**src/rtl/muldiv_pkg.sv**
```systemverilog
// muldiv_pkg: shared types and constants for the iterative multiply/divide unit.
package muldiv_pkg;

  typedef enum logic [1:0] {
    OP_MULT  = 2'd0,
    OP_MULTU = 2'd1,
    OP_DIV   = 2'd2,
    OP_DIVU  = 2'd3
  } muldiv_op_t;

  typedef enum logic [1:0] {
    ST_IDLE = 2'd0,
    ST_RUN  = 2'd1,
    ST_FIX  = 2'd2
  } muldiv_state_t;

  localparam int          ITERATIONS = 32;
  localparam logic [31:0] DIV0_LO    = 32'hFFFF_FFFF;

  // True for DIV and DIVU.
  function automatic logic op_is_div(input muldiv_op_t op);
    case (op)
      OP_DIV, OP_DIVU: return 1'b1;
      default:         return 1'b0;
    endcase
  endfunction

  // True for the two's-complement variants (MULT and DIV).
  function automatic logic op_is_signed(input muldiv_op_t op);
    case (op)
      OP_MULT, OP_DIV: return 1'b1;
      default:         return 1'b0;
    endcase
  endfunction

  // Conditionally negate a 32-bit value.
  function automatic logic [31:0] neg_if(input logic [31:0] v, input logic neg);
    return neg ? (~v + 32'd1) : v;
  endfunction

endpackage

```
**src/rtl/muldiv_step.sv**
```systemverilog
// muldiv_step: one combinational iteration of the multiply/divide datapath.
// Multiply: acc = {partial product, remaining multiplier bits}; radix-2 shift-add.
// Divide:   acc = {partial remainder, remaining dividend / quotient bits}; restoring.
module muldiv_step (
  input  logic        is_div,
  input  logic [63:0] acc_in,
  input  logic [31:0] operand,
  output logic [63:0] acc_out
);

  logic [32:0] sum_s;
  logic [31:0] trial_s;

  // Select the shift-add or restore step for this iteration.
  always_comb begin
    sum_s   = {1'b0, acc_in[63:32]} + {1'b0, operand};
    // Only used when the shifted remainder is >= divisor, so the true
    // difference is below 2^32 and the low 32 bits are exact.
    trial_s = acc_in[62:31] - operand;
    acc_out = acc_in;
    if (is_div) begin
      if (acc_in[63:31] >= {1'b0, operand}) begin
        acc_out = {trial_s, acc_in[30:0], 1'b1};
      end else begin
        acc_out = {acc_in[62:0], 1'b0};
      end
    end else begin
      if (acc_in[0]) begin
        acc_out = {sum_s, acc_in[31:1]};
      end else begin
        acc_out = {1'b0, acc_in[63:1]};
      end
    end
  end

endmodule

```
**src/rtl/muldiv.sv**
```systemverilog
// muldiv: iterative MIPS multiply/divide unit with architectural HI/LO.
// Fixed 33-cycle latency: 32 RUN iterations plus one FIX cycle.
// Optional macro MULDIV_CHECK_EN compiles in simulation-only result checks.
module muldiv
  import muldiv_pkg::*;
(
  input  logic        Clock,
  input  logic        nReset,
  input  logic        Start,
  input  logic [1:0]  Op,
  input  logic [31:0] A,
  input  logic [31:0] B,
  input  logic        HiWrite,
  input  logic        LoWrite,
  output logic        Busy,
  output logic        Done,
  output logic [31:0] Hi,
  output logic [31:0] Lo
);

  muldiv_state_t state_r, state_nxt_s;
  muldiv_op_t    op_r, start_op_s;
  logic          sign_a_r, sign_b_r;
  logic          start_sign_a_s, start_sign_b_s;
  logic [31:0]   start_mag_a_s, start_mag_b_s;
  logic [5:0]    cnt_r;
  logic          last_iter_s;
  logic [31:0]   operand_r;
  logic [63:0]   acc_r, acc_step_s, product_s;
  logic          is_div_s;
  logic [31:0]   fix_hi_s, fix_lo_s;
  logic [31:0]   hi_r, lo_r;
  logic          busy_r, done_r;

  assign start_op_s  = muldiv_op_t'(Op);
  assign is_div_s    = op_is_div(op_r);
  assign last_iter_s = (cnt_r == 6'(ITERATIONS - 1));

  // Operand signs and magnitudes as seen at issue; unsigned ops pass raw values.
  always_comb begin
    start_sign_a_s = op_is_signed(start_op_s) & A[31];
    start_sign_b_s = op_is_signed(start_op_s) & B[31];
    start_mag_a_s  = neg_if(A, start_sign_a_s);
    start_mag_b_s  = neg_if(B, start_sign_b_s);
  end

  // FSM state register.
  always_ff @(posedge Clock or negedge nReset) begin
    if (!nReset) begin
      state_r <= ST_IDLE;
    end else begin
      state_r <= state_nxt_s;
    end
  end

  // FSM next-state logic.
  always_comb begin
    state_nxt_s = state_r;
    case (state_r)
      ST_IDLE: begin
        if (Start) begin
          state_nxt_s = ST_RUN;
        end else begin
          state_nxt_s = ST_IDLE;
        end
      end
      ST_RUN: begin
        if (last_iter_s) begin
          state_nxt_s = ST_FIX;
        end else begin
          state_nxt_s = ST_RUN;
        end
      end
      ST_FIX:  state_nxt_s = ST_IDLE;
      default: state_nxt_s = ST_IDLE;
    endcase
  end

  muldiv_step u_step (
    .is_div  (is_div_s),
    .acc_in  (acc_r),
    .operand (operand_r),
    .acc_out (acc_step_s)
  );

  // Operand capture at issue and one iteration per RUN cycle.
  always_ff @(posedge Clock or negedge nReset) begin
    if (!nReset) begin
      op_r      <= OP_MULT;
      sign_a_r  <= 1'b0;
      sign_b_r  <= 1'b0;
      cnt_r     <= 6'd0;
      operand_r <= 32'd0;
      acc_r     <= 64'd0;
    end else begin
      case (state_r)
        ST_IDLE: begin
          if (Start) begin
            op_r      <= start_op_s;
            sign_a_r  <= start_sign_a_s;
            sign_b_r  <= start_sign_b_s;
            cnt_r     <= 6'd0;
            // Divide iterates over the dividend with the divisor as operand;
            // multiply iterates over the multiplier with the multiplicand as operand.
            if (op_is_div(start_op_s)) begin
              acc_r     <= {32'd0, start_mag_a_s};
              operand_r <= start_mag_b_s;
            end else begin
              acc_r     <= {32'd0, start_mag_b_s};
              operand_r <= start_mag_a_s;
            end
          end
        end
        ST_RUN: begin
          acc_r <= acc_step_s;
          cnt_r <= cnt_r + 6'd1;
        end
        default: begin
        end
      endcase
    end
  end

  // Sign correction of the finished magnitude result.
  always_comb begin
    product_s = (sign_a_r ^ sign_b_r) ? (~acc_r + 64'd1) : acc_r;
    fix_hi_s  = product_s[63:32];
    fix_lo_s  = product_s[31:0];
    if (is_div_s) begin
      // With a zero divisor every trial subtraction succeeds, so the remainder
      // ends up holding |A| and re-applying A's sign restores the original A.
      fix_hi_s = neg_if(acc_r[63:32], sign_a_r);
      if (operand_r == 32'd0) begin
        fix_lo_s = DIV0_LO;
      end else begin
        fix_lo_s = neg_if(acc_r[31:0], sign_a_r ^ sign_b_r);
      end
    end else begin
      fix_lo_s = product_s[31:0];
    end
  end

  // HI/LO architectural registers and the Busy/Done status outputs.
  always_ff @(posedge Clock or negedge nReset) begin
    if (!nReset) begin
      hi_r   <= 32'd0;
      lo_r   <= 32'd0;
      busy_r <= 1'b0;
      done_r <= 1'b0;
    end else begin
      busy_r <= (state_nxt_s != ST_IDLE);
      done_r <= (state_r == ST_FIX);
      if (state_r == ST_FIX) begin
        hi_r <= fix_hi_s;
        lo_r <= fix_lo_s;
      end else if ((state_r == ST_IDLE) && !Start) begin
        if (HiWrite) begin
          hi_r <= A;
        end
        if (LoWrite) begin
          lo_r <= A;
        end
      end
    end
  end

  assign Busy = busy_r;
  assign Done = done_r;
  assign Hi   = hi_r;
  assign Lo   = lo_r;

`ifdef MULDIV_CHECK_EN
  logic [31:0]        chk_a_r, chk_b_r;
  logic signed [63:0] chk_sa_s, chk_sb_s;

  assign chk_sa_s = {{32{chk_a_r[31]}}, chk_a_r};
  assign chk_sb_s = {{32{chk_b_r[31]}}, chk_b_r};

  // Raw operands kept for comparison against plain arithmetic.
  always_ff @(posedge Clock or negedge nReset) begin
    if (!nReset) begin
      chk_a_r <= 32'd0;
      chk_b_r <= 32'd0;
    end else if ((state_r == ST_IDLE) && Start) begin
      chk_a_r <= A;
      chk_b_r <= B;
    end
  end

  // Simulation-only result and protocol checks.
  always @(posedge Clock) begin
    if (nReset) begin
      if (state_r == ST_FIX) begin
        case (op_r)
          OP_MULT: assert ($signed({fix_hi_s, fix_lo_s}) == chk_sa_s * chk_sb_s)
                     else $error("muldiv: MULT result wrong");
          OP_MULTU: assert ({fix_hi_s, fix_lo_s} == ({32'd0, chk_a_r} * {32'd0, chk_b_r}))
                     else $error("muldiv: MULTU result wrong");
          OP_DIV: begin
            if ((chk_b_r != 32'd0) &&
                !((chk_a_r == 32'h8000_0000) && (chk_b_r == 32'hFFFF_FFFF))) begin
              assert ((fix_lo_s == 32'($signed(chk_a_r) / $signed(chk_b_r))) &&
                      (fix_hi_s == 32'($signed(chk_a_r) % $signed(chk_b_r))))
                else $error("muldiv: DIV result wrong");
            end
          end
          OP_DIVU: begin
            if (chk_b_r != 32'd0) begin
              assert ((fix_lo_s == chk_a_r / chk_b_r) && (fix_hi_s == chk_a_r % chk_b_r))
                else $error("muldiv: DIVU result wrong");
            end
          end
          default: begin
          end
        endcase
      end
      if (Start && (state_r != ST_IDLE)) begin
        $warning("muldiv: Start while busy ignored");
      end
      assert (!(done_r && busy_r)) else $error("muldiv: Done and Busy together");
    end
  end
`endif

endmodule

```
**config.mk**
```make
export PLATFORM = sky130hd
export DESIGN_NAME = muldiv
export DESIGN_NICKNAME = d
export VERILOG_FILES = /design/src/rtl/muldiv_pkg.sv /design/src/rtl/muldiv_step.sv /design/src/rtl/muldiv.sv
export SDC_FILE = /design/constraint.sdc
export NUM_CORES = 1
export LEC_CHECK = 0
export ABC_AREA = 1
export CORE_ASPECT_RATIO = 1.75
export CORE_UTILIZATION = 40
export CTS_CLUSTER_DIAMETER = 40
export DETAILED_ROUTE_END_ITERATION = 8
export PLACE_DENSITY = 0.56
export SLEW_MARGIN = 0
export SYNTH_ARGS = -nofsm -noshare
export SYNTH_HDL_FRONTEND = slang
export SYNTH_SLANG_ARGS = --single-unit
```
**constraint.sdc**
```tcl
create_clock -name Clock -period 2.8 [get_ports Clock]
set_input_delay 0.56 -clock Clock [delete_from_list [all_inputs] [get_ports Clock]]
set_output_delay 0.56 -clock Clock [all_outputs]
set_load 0.05 [all_outputs]
```
# Yosys cells after proc, flatten, opt, wreduce, memory -nomap -nowiden
# Index checks and enable logic that the tools add are counted.
totals:
  register_bits: 174
  input_bits: 71
  out_inout_bits: 66
  elab_cells: 84
classes:
  n_addsub: 8
  eq_ne: 8
  n_reduce_logical: 17
  order_cmp: 1
  n_mux: 31
  bitwise: 8
op_table:
  columns: ["operator", "count"]
  rows:
  - ["two-way mux 32 bit", 15]
  - ["two-way mux 64 bit", 5]
  - ["adder 32 x 1 -> 32 bit, second input constant", 4]
  - ["NOT 32 bit", 4]
  - ["case mux 64 bit (2 select lines)", 1]
  - ["adder 64 x 1 -> 64 bit, second input constant", 1]
  - ["NOT 64 bit", 1]
  - ["adder 32 x 32 -> 33 bit", 1]
  - ["greater-or-equal comparator 33 x 32 -> 1 bit", 1]
  - ["zero test 32 bit", 1]
  - ["subtractor 32 bit", 1]
  - ["case mux 6 bit (2 select lines)", 1]
  - ["equality test 2 bit, second input constant", 5]
  - ["nonzero test 2 bit", 5]
  - ["AND reduction 2 bit", 4]
  - ["adder 6 x 1 -> 6 bit, second input constant", 1]
  - ["equality test 6 x 5 -> 1 bit, second input constant", 1]
  - ["two-way mux 1 bit", 6]
  - ["two-way mux 6 bit", 1]
  - ["OR reduction 2 bit", 3]
  - ["zero test 2 bit", 2]
  - ["case mux 2 bit (2 select lines)", 1]
  - ["bitwise AND 1 bit", 2]
  - ["equality test 2 x 1 -> 1 bit, second input constant", 1]
  - ["other kinds (5)", 5]

# Depth between registers and ports, before layout
depth:
  ltp_word: 8
  depth_mapped: 18
  ltp_nobuf: 18

# By module
# From an unflattened synthesis, not the netlist that was laid out.
hier_totals:
  cells_unflattened: 3183
  hier_area_um2: 18749.2
modules_own_cells:
  columns: ["module", "cells_per_inst", "instances", "seq_area_each_um2", "area_per_inst_um2"]
  rows:
  - ["muldiv", 1813, 1, 4329.2, 12354.3]
  - ["muldiv_step", 1370, 1, 0.0, 6394.9]

# Worst setup path after synthesis
# No wires, ideal clock.
synth_path:
  kind: "reg-to-reg"
  start: "register acc_r[0]"
  end: "register hi_r[0], in the netlist Hi[0]"
  path_slack_ns: 0.505
  period_less_slack_ns: 2.295
  arrival_time_ns: 2.158
  required_ns: 2.663
  path_buffers: 2
  setup_time_ns: 0.137
  stages_incl_launch_ff: 14
  path_cell_list: "dfrtp_1 -> inv_2 -> clkbuf_1 -> buf_1 -> ha_1 -> nand2_1 -> nor2_4 -> nand3b_1 -> nor2_1 -> nand2_1 -> nand2_2 -> nand2_1 -> a31oi_1 -> o21ai_0"
synth_via:
  elab_chain_cells: 5
synth_rtl:
  columns: ["item", "line", "source"]
  rows:
  - ["from (decl)", "muldiv.sv:29", "logic [63:0] acc_r, acc_step_s, product_s;"]
  - ["from (signal assigned)", "muldiv.sv:106", "acc_r <= {32'd0, start_mag_a_s};"]
  - ["from (signal assigned)", "muldiv.sv:109", "acc_r <= {32'd0, start_mag_b_s};"]
  - ["from (signal assigned)", "muldiv.sv:115", "acc_r <= acc_step_s;"]
  - ["NOT 64 bit", "muldiv.sv:126", "product_s = (sign_a_r ^ sign_b_r) ? (~acc_r + 64'd1) : acc_r;"]
  - ["adder 64 x 1 -> 64 bit", "muldiv.sv:126", null]
  - ["two-way mux 64 bit", "muldiv.sv:126", null]
  - ["two-way mux 32 bit", "muldiv.sv:129", "if (is_div_s) begin"]
  - ["two-way mux 32 bit", "muldiv.sv:153", "if (state_r == ST_FIX) begin"]
  - ["to (signal assigned)", "muldiv.sv:154", "hi_r <= fix_hi_s;"]
  - ["to (decl)", "muldiv.sv:32", "logic [31:0] hi_r, lo_r;"]
# No other way between the ends.
# A chain may end at the register's enable or synchronous reset.

# Worst setup path in the final report
layout_path:
  start: "register acc_r[44]"
  end: "register acc_r[61]"
layout_via:
  elab_chain_cells: 4
  word_cells_on_any_way: 7
  cone_classes: "add/sub (2); order compare (1); mux (4)"
layout_rtl:
  columns: ["item", "line", "source"]
  rows:
  - ["adder 32 x 32 -> 33 bit (tied with other cells)", "muldiv_step.sv:16", "sum_s = {1'b0, acc_in[63:32]} + {1'b0, operand};"]
  - ["two-way mux 64 bit, on equally long branches", "muldiv_step.sv:28, muldiv_step.sv:22", null]
  - ["two-way mux 64 bit (*)", "muldiv_step.sv:21", "if (is_div) begin"]
  - ["case mux 64 bit (2 select lines) (*)", "muldiv.sv:96", "case (state_r)"]
# Mark *: on every way between the ends. The rest lies on a longest branch, timed or not.

==> metrics.cfg <==
[logic_synthesis]
ys_seq_elements=173
synth_edf_count=0
muxShareOfSynthArea_pct=0
syn-instance-count=3430
synth_top_family_by_area=simple AND/OR/NAND/NOR gates
synth_area_um2=19400
synthAdderAreaFrac_pct=4.67
ys_seq_area_share_pct=22.4
synth_top_area_cell=dfrtp_1
async_reset_ff_share_pct=100
syn-num-nets=3572
yosys.area_share.xor_xnor_pct=2.08
ys_types=50
synth_simple_gate_area_share_pct=45.8
ys.flop_type=dfrtp_1
syn_avg_cell_area_um2=5.64
synth_area_leaders=dfrtp_1, nand2_1, nand3_1, inv_1, nor2_1
synth_compound_area_share_pct=12.5
yosysWarnings=0
yosys.area.top_type_share_pct=22.4

[cells_and_area]
final_common_cell=nand2_1
area_growth_pct=27.0
nets=3963
final_cell_mix=nand2_1, inv_1, nand3_1
final_cells=4430
layout-drive-gt1-share_pct=12.9
fill_cells=5072

[grt]
grt_max_degree=101
antenna_found_initial=5
track_usage_pct=44.7
grt_pass1_wl_um=159000
grt_pass1_vias=24647
grt_overflow_total=0

[drt]
ant_nets=0
firstDrtPassIters=7
drtIter0Drc=2537
routed_wl_um=110000
wire_per_inst_um=24.7
vias=25211
drc=0
via_per_inst=5.69

[worst_setup_path]
crit_path_cell_trace=buf_4 -> ha_1 -> buf_4 -> nand2_1 -> inv_1 -> nand2_1 -> inv_1 -> nand2_1 -> nand2_1 -> inv_1 -> nand2_1 -> nand2_1 -> nand2_1 -> nand2_1 -> nand3_1 -> a21oi_4 -> nand2_1 -> nand2_1
slowest_stage=dfrtp_2
r2r_cells=18
crit_top_cell=nand2_1
path_class=reg2reg
worstPathArrival_ns=3.13
r2r_slack_ns=0.07
endpoint_kind=flip-flop
worstPathRequired_ns=3.21
reg2reg_from=acc_r[44]$_DFFE_PN0P_
slowest_delay_ns=0.49
start_kind=flip-flop
path_buf_inv=5
path_max_fanout=7
cp_top_family=simple AND/OR/NAND/NOR gates
r2r-end=acc_r[61]$_DFFE_PN0P_

[floorplan]
die_y_um=293
coreArea_um2=47700
initial_core_util_pct=40.5
die-width_um=168
row_count=106
die-area_um2=49300
boundaryPins=137

[status]
outcome=completed

[clock_network]
cts_buffers=17
htreeDepth=4
cts_buffer_depth=2
cts.sinks=173
cts_tree=done
clk_latency_ns=0.47
clk_pin_slew_ns=0.09
ctsHoldBuffers=0
clock-root-buffer=clkbuf_16

[sta]
fin_skew_ns=0.0208
timing.fmax_ghz=0.367
hold_violations=0
setup_viol=0
maxSlewViolCount=0
min_period_ns=2.73
tightest_slew_ns=0.696
rsz0062_at_grt=yes
min_period_over_period_pct=97.4
slew_headroom_pct=53.1

[flow_run]
maxCapViolCount=0

[power_and_ir_drop]
power_w=0.0398
p_per_area_nw_per_um2=1620
p_leak_nw=12.8
vdd_drop_max_v=0.000756

[placement]
dp_hpwl_um=89400
io_buffers=136
dp.cells=4391
place_congestion=1.13

[min_path]
min_path_type=in2async

how the worst max path moves through the flow:
| stage | startpoint | endpoint | slack (ns) | cells after the start |
|---|---|---|---|---|
| after floorplan | acc_r[0]$_DFFE_PN0P_ | Hi[0]$_DFFE_PN0P_ | 0.51 | 13 |
| after global placement | acc_r[40]$_DFFE_PN0P_ | acc_r[60]$_DFFE_PN0P_ | -0.10 | 13 |
| after detailed placement | acc_r[40]$_DFFE_PN0P_ | acc_r[60]$_DFFE_PN0P_ | -0.09 | 13 |
| after CTS | acc_r[40]$_DFFE_PN0P_ | acc_r[54]$_DFFE_PN0P_ | 0.01 | 11 |
| after global routing | operand_r[7]$_DFFE_PN0P_ | acc_r[37]$_DFFE_PN0P_ | -0.05 | 16 |
| final | acc_r[44]$_DFFE_PN0P_ | acc_r[61]$_DFFE_PN0P_ | 0.07 | 18 |
per-stage QoR:
stage	util [%]	area [um2]	worst slack, ns	hold slack, ns	TNS, ns
floorplan	-	19400	0.505	0.264	0
global placement	49.8	23800	-0.101	0.420	-0.168
detailed placement	49.8	23800	-0.0941	0.430	-0.169
CTS	51.1	24400	0.0105	0.0523	0
global route	51.5	24600	-0.0457	0.0505	-0.0531
finish	51.5	24600	0.0730	0.0190	0
cell type report:
type                       count  area [um2]  area share [%]
timing repair buffer         483        4170            17.0
clock inverter                14         170           0.692
inverter                     517        1950            7.93
sequential                   173        4350            17.7
antenna                        2        5.00          0.0204
multi-input combinational   2629       12800            51.9
tap                          594         743            3.02
clock buffer                  18         429            1.75
worst reg2reg max path, delay by kind of cell (launching register included):
family	cells	cell delay [ns]
AO/OA/AOI/OAI	1	0.23
buffers and inverters	5	0.57
adder cells (fa/ha/maj)	1	0.30
flip-flops	1	0.49
AND/OR/NAND/NOR	11	1.09
metal layers:
| metal | up-vias | global-route usage (%) | part of all wire [%] |
|---|---|---|---|
| li1 | 11678 | - | - |
| met2 | 1340 | 76.4 | 48 |
| met4 | 6 | 50.5 | 13 |
| met1 | 11637 | 42.8 | 32 |
| met3 | 550 | 8.19 | 6.1 |
| met5 | - | 0 | 0.034 |
power by group:
group	switching, W	total (W)	internal (W)
sequential	0.00162	0.00546	0.00383
combinational	0.0206	0.0318	0.0112
clock	0.00132	0.00253	0.00121
total	0.0235	0.0398	0.0163
cells in the mapped netlist (all sizes together), types with 2 or more instances:
master	instances
a31oi	2
fa	2
a22oi	16
nor4	3
xnor2	6
nor3	35
a2bb2oi	16
nand4	46
dfrtp	173
buf	56
o221ai	6
a21oi	149
a21boi	39
and2	12
o211ai	38
xor2	40
ha	69
o21bai	4
nand3b	17
o22ai	2
clkbuf	55
nor2	398
or2	31
inv	517
o21ai	133
nand3	408
nand2	1151
registers in the layout (all words and copies together), names as in the netlist:
register	count
Busy	1
acc_r	64
state_r	2
Lo	32
Done	1
sign_b_r	1
op_r	1
Hi	32
sign_a_r	1
cnt_r	6
operand_r	32
what timing repair did:
item	4_1_cts	5_1_grt
gates resized for setup	3	43
endpoints found under the setup margin	2	26
cloned	0	0
pin swaps	0	2
hold endpoints to repair	0	0
buffers inserted	0	5
kinds of logic (layout without fill, tap and decap cells):
group	Yosys count	count (layout)
simple gates	2103	2103
xor+xnor	46	46
compound gates	409	409
buf+inv	628	1032
other cells	0	2
fa+ha+maj	71	71
flops	173	173
No activity file was read; power rests on OpenSTA's default activity.
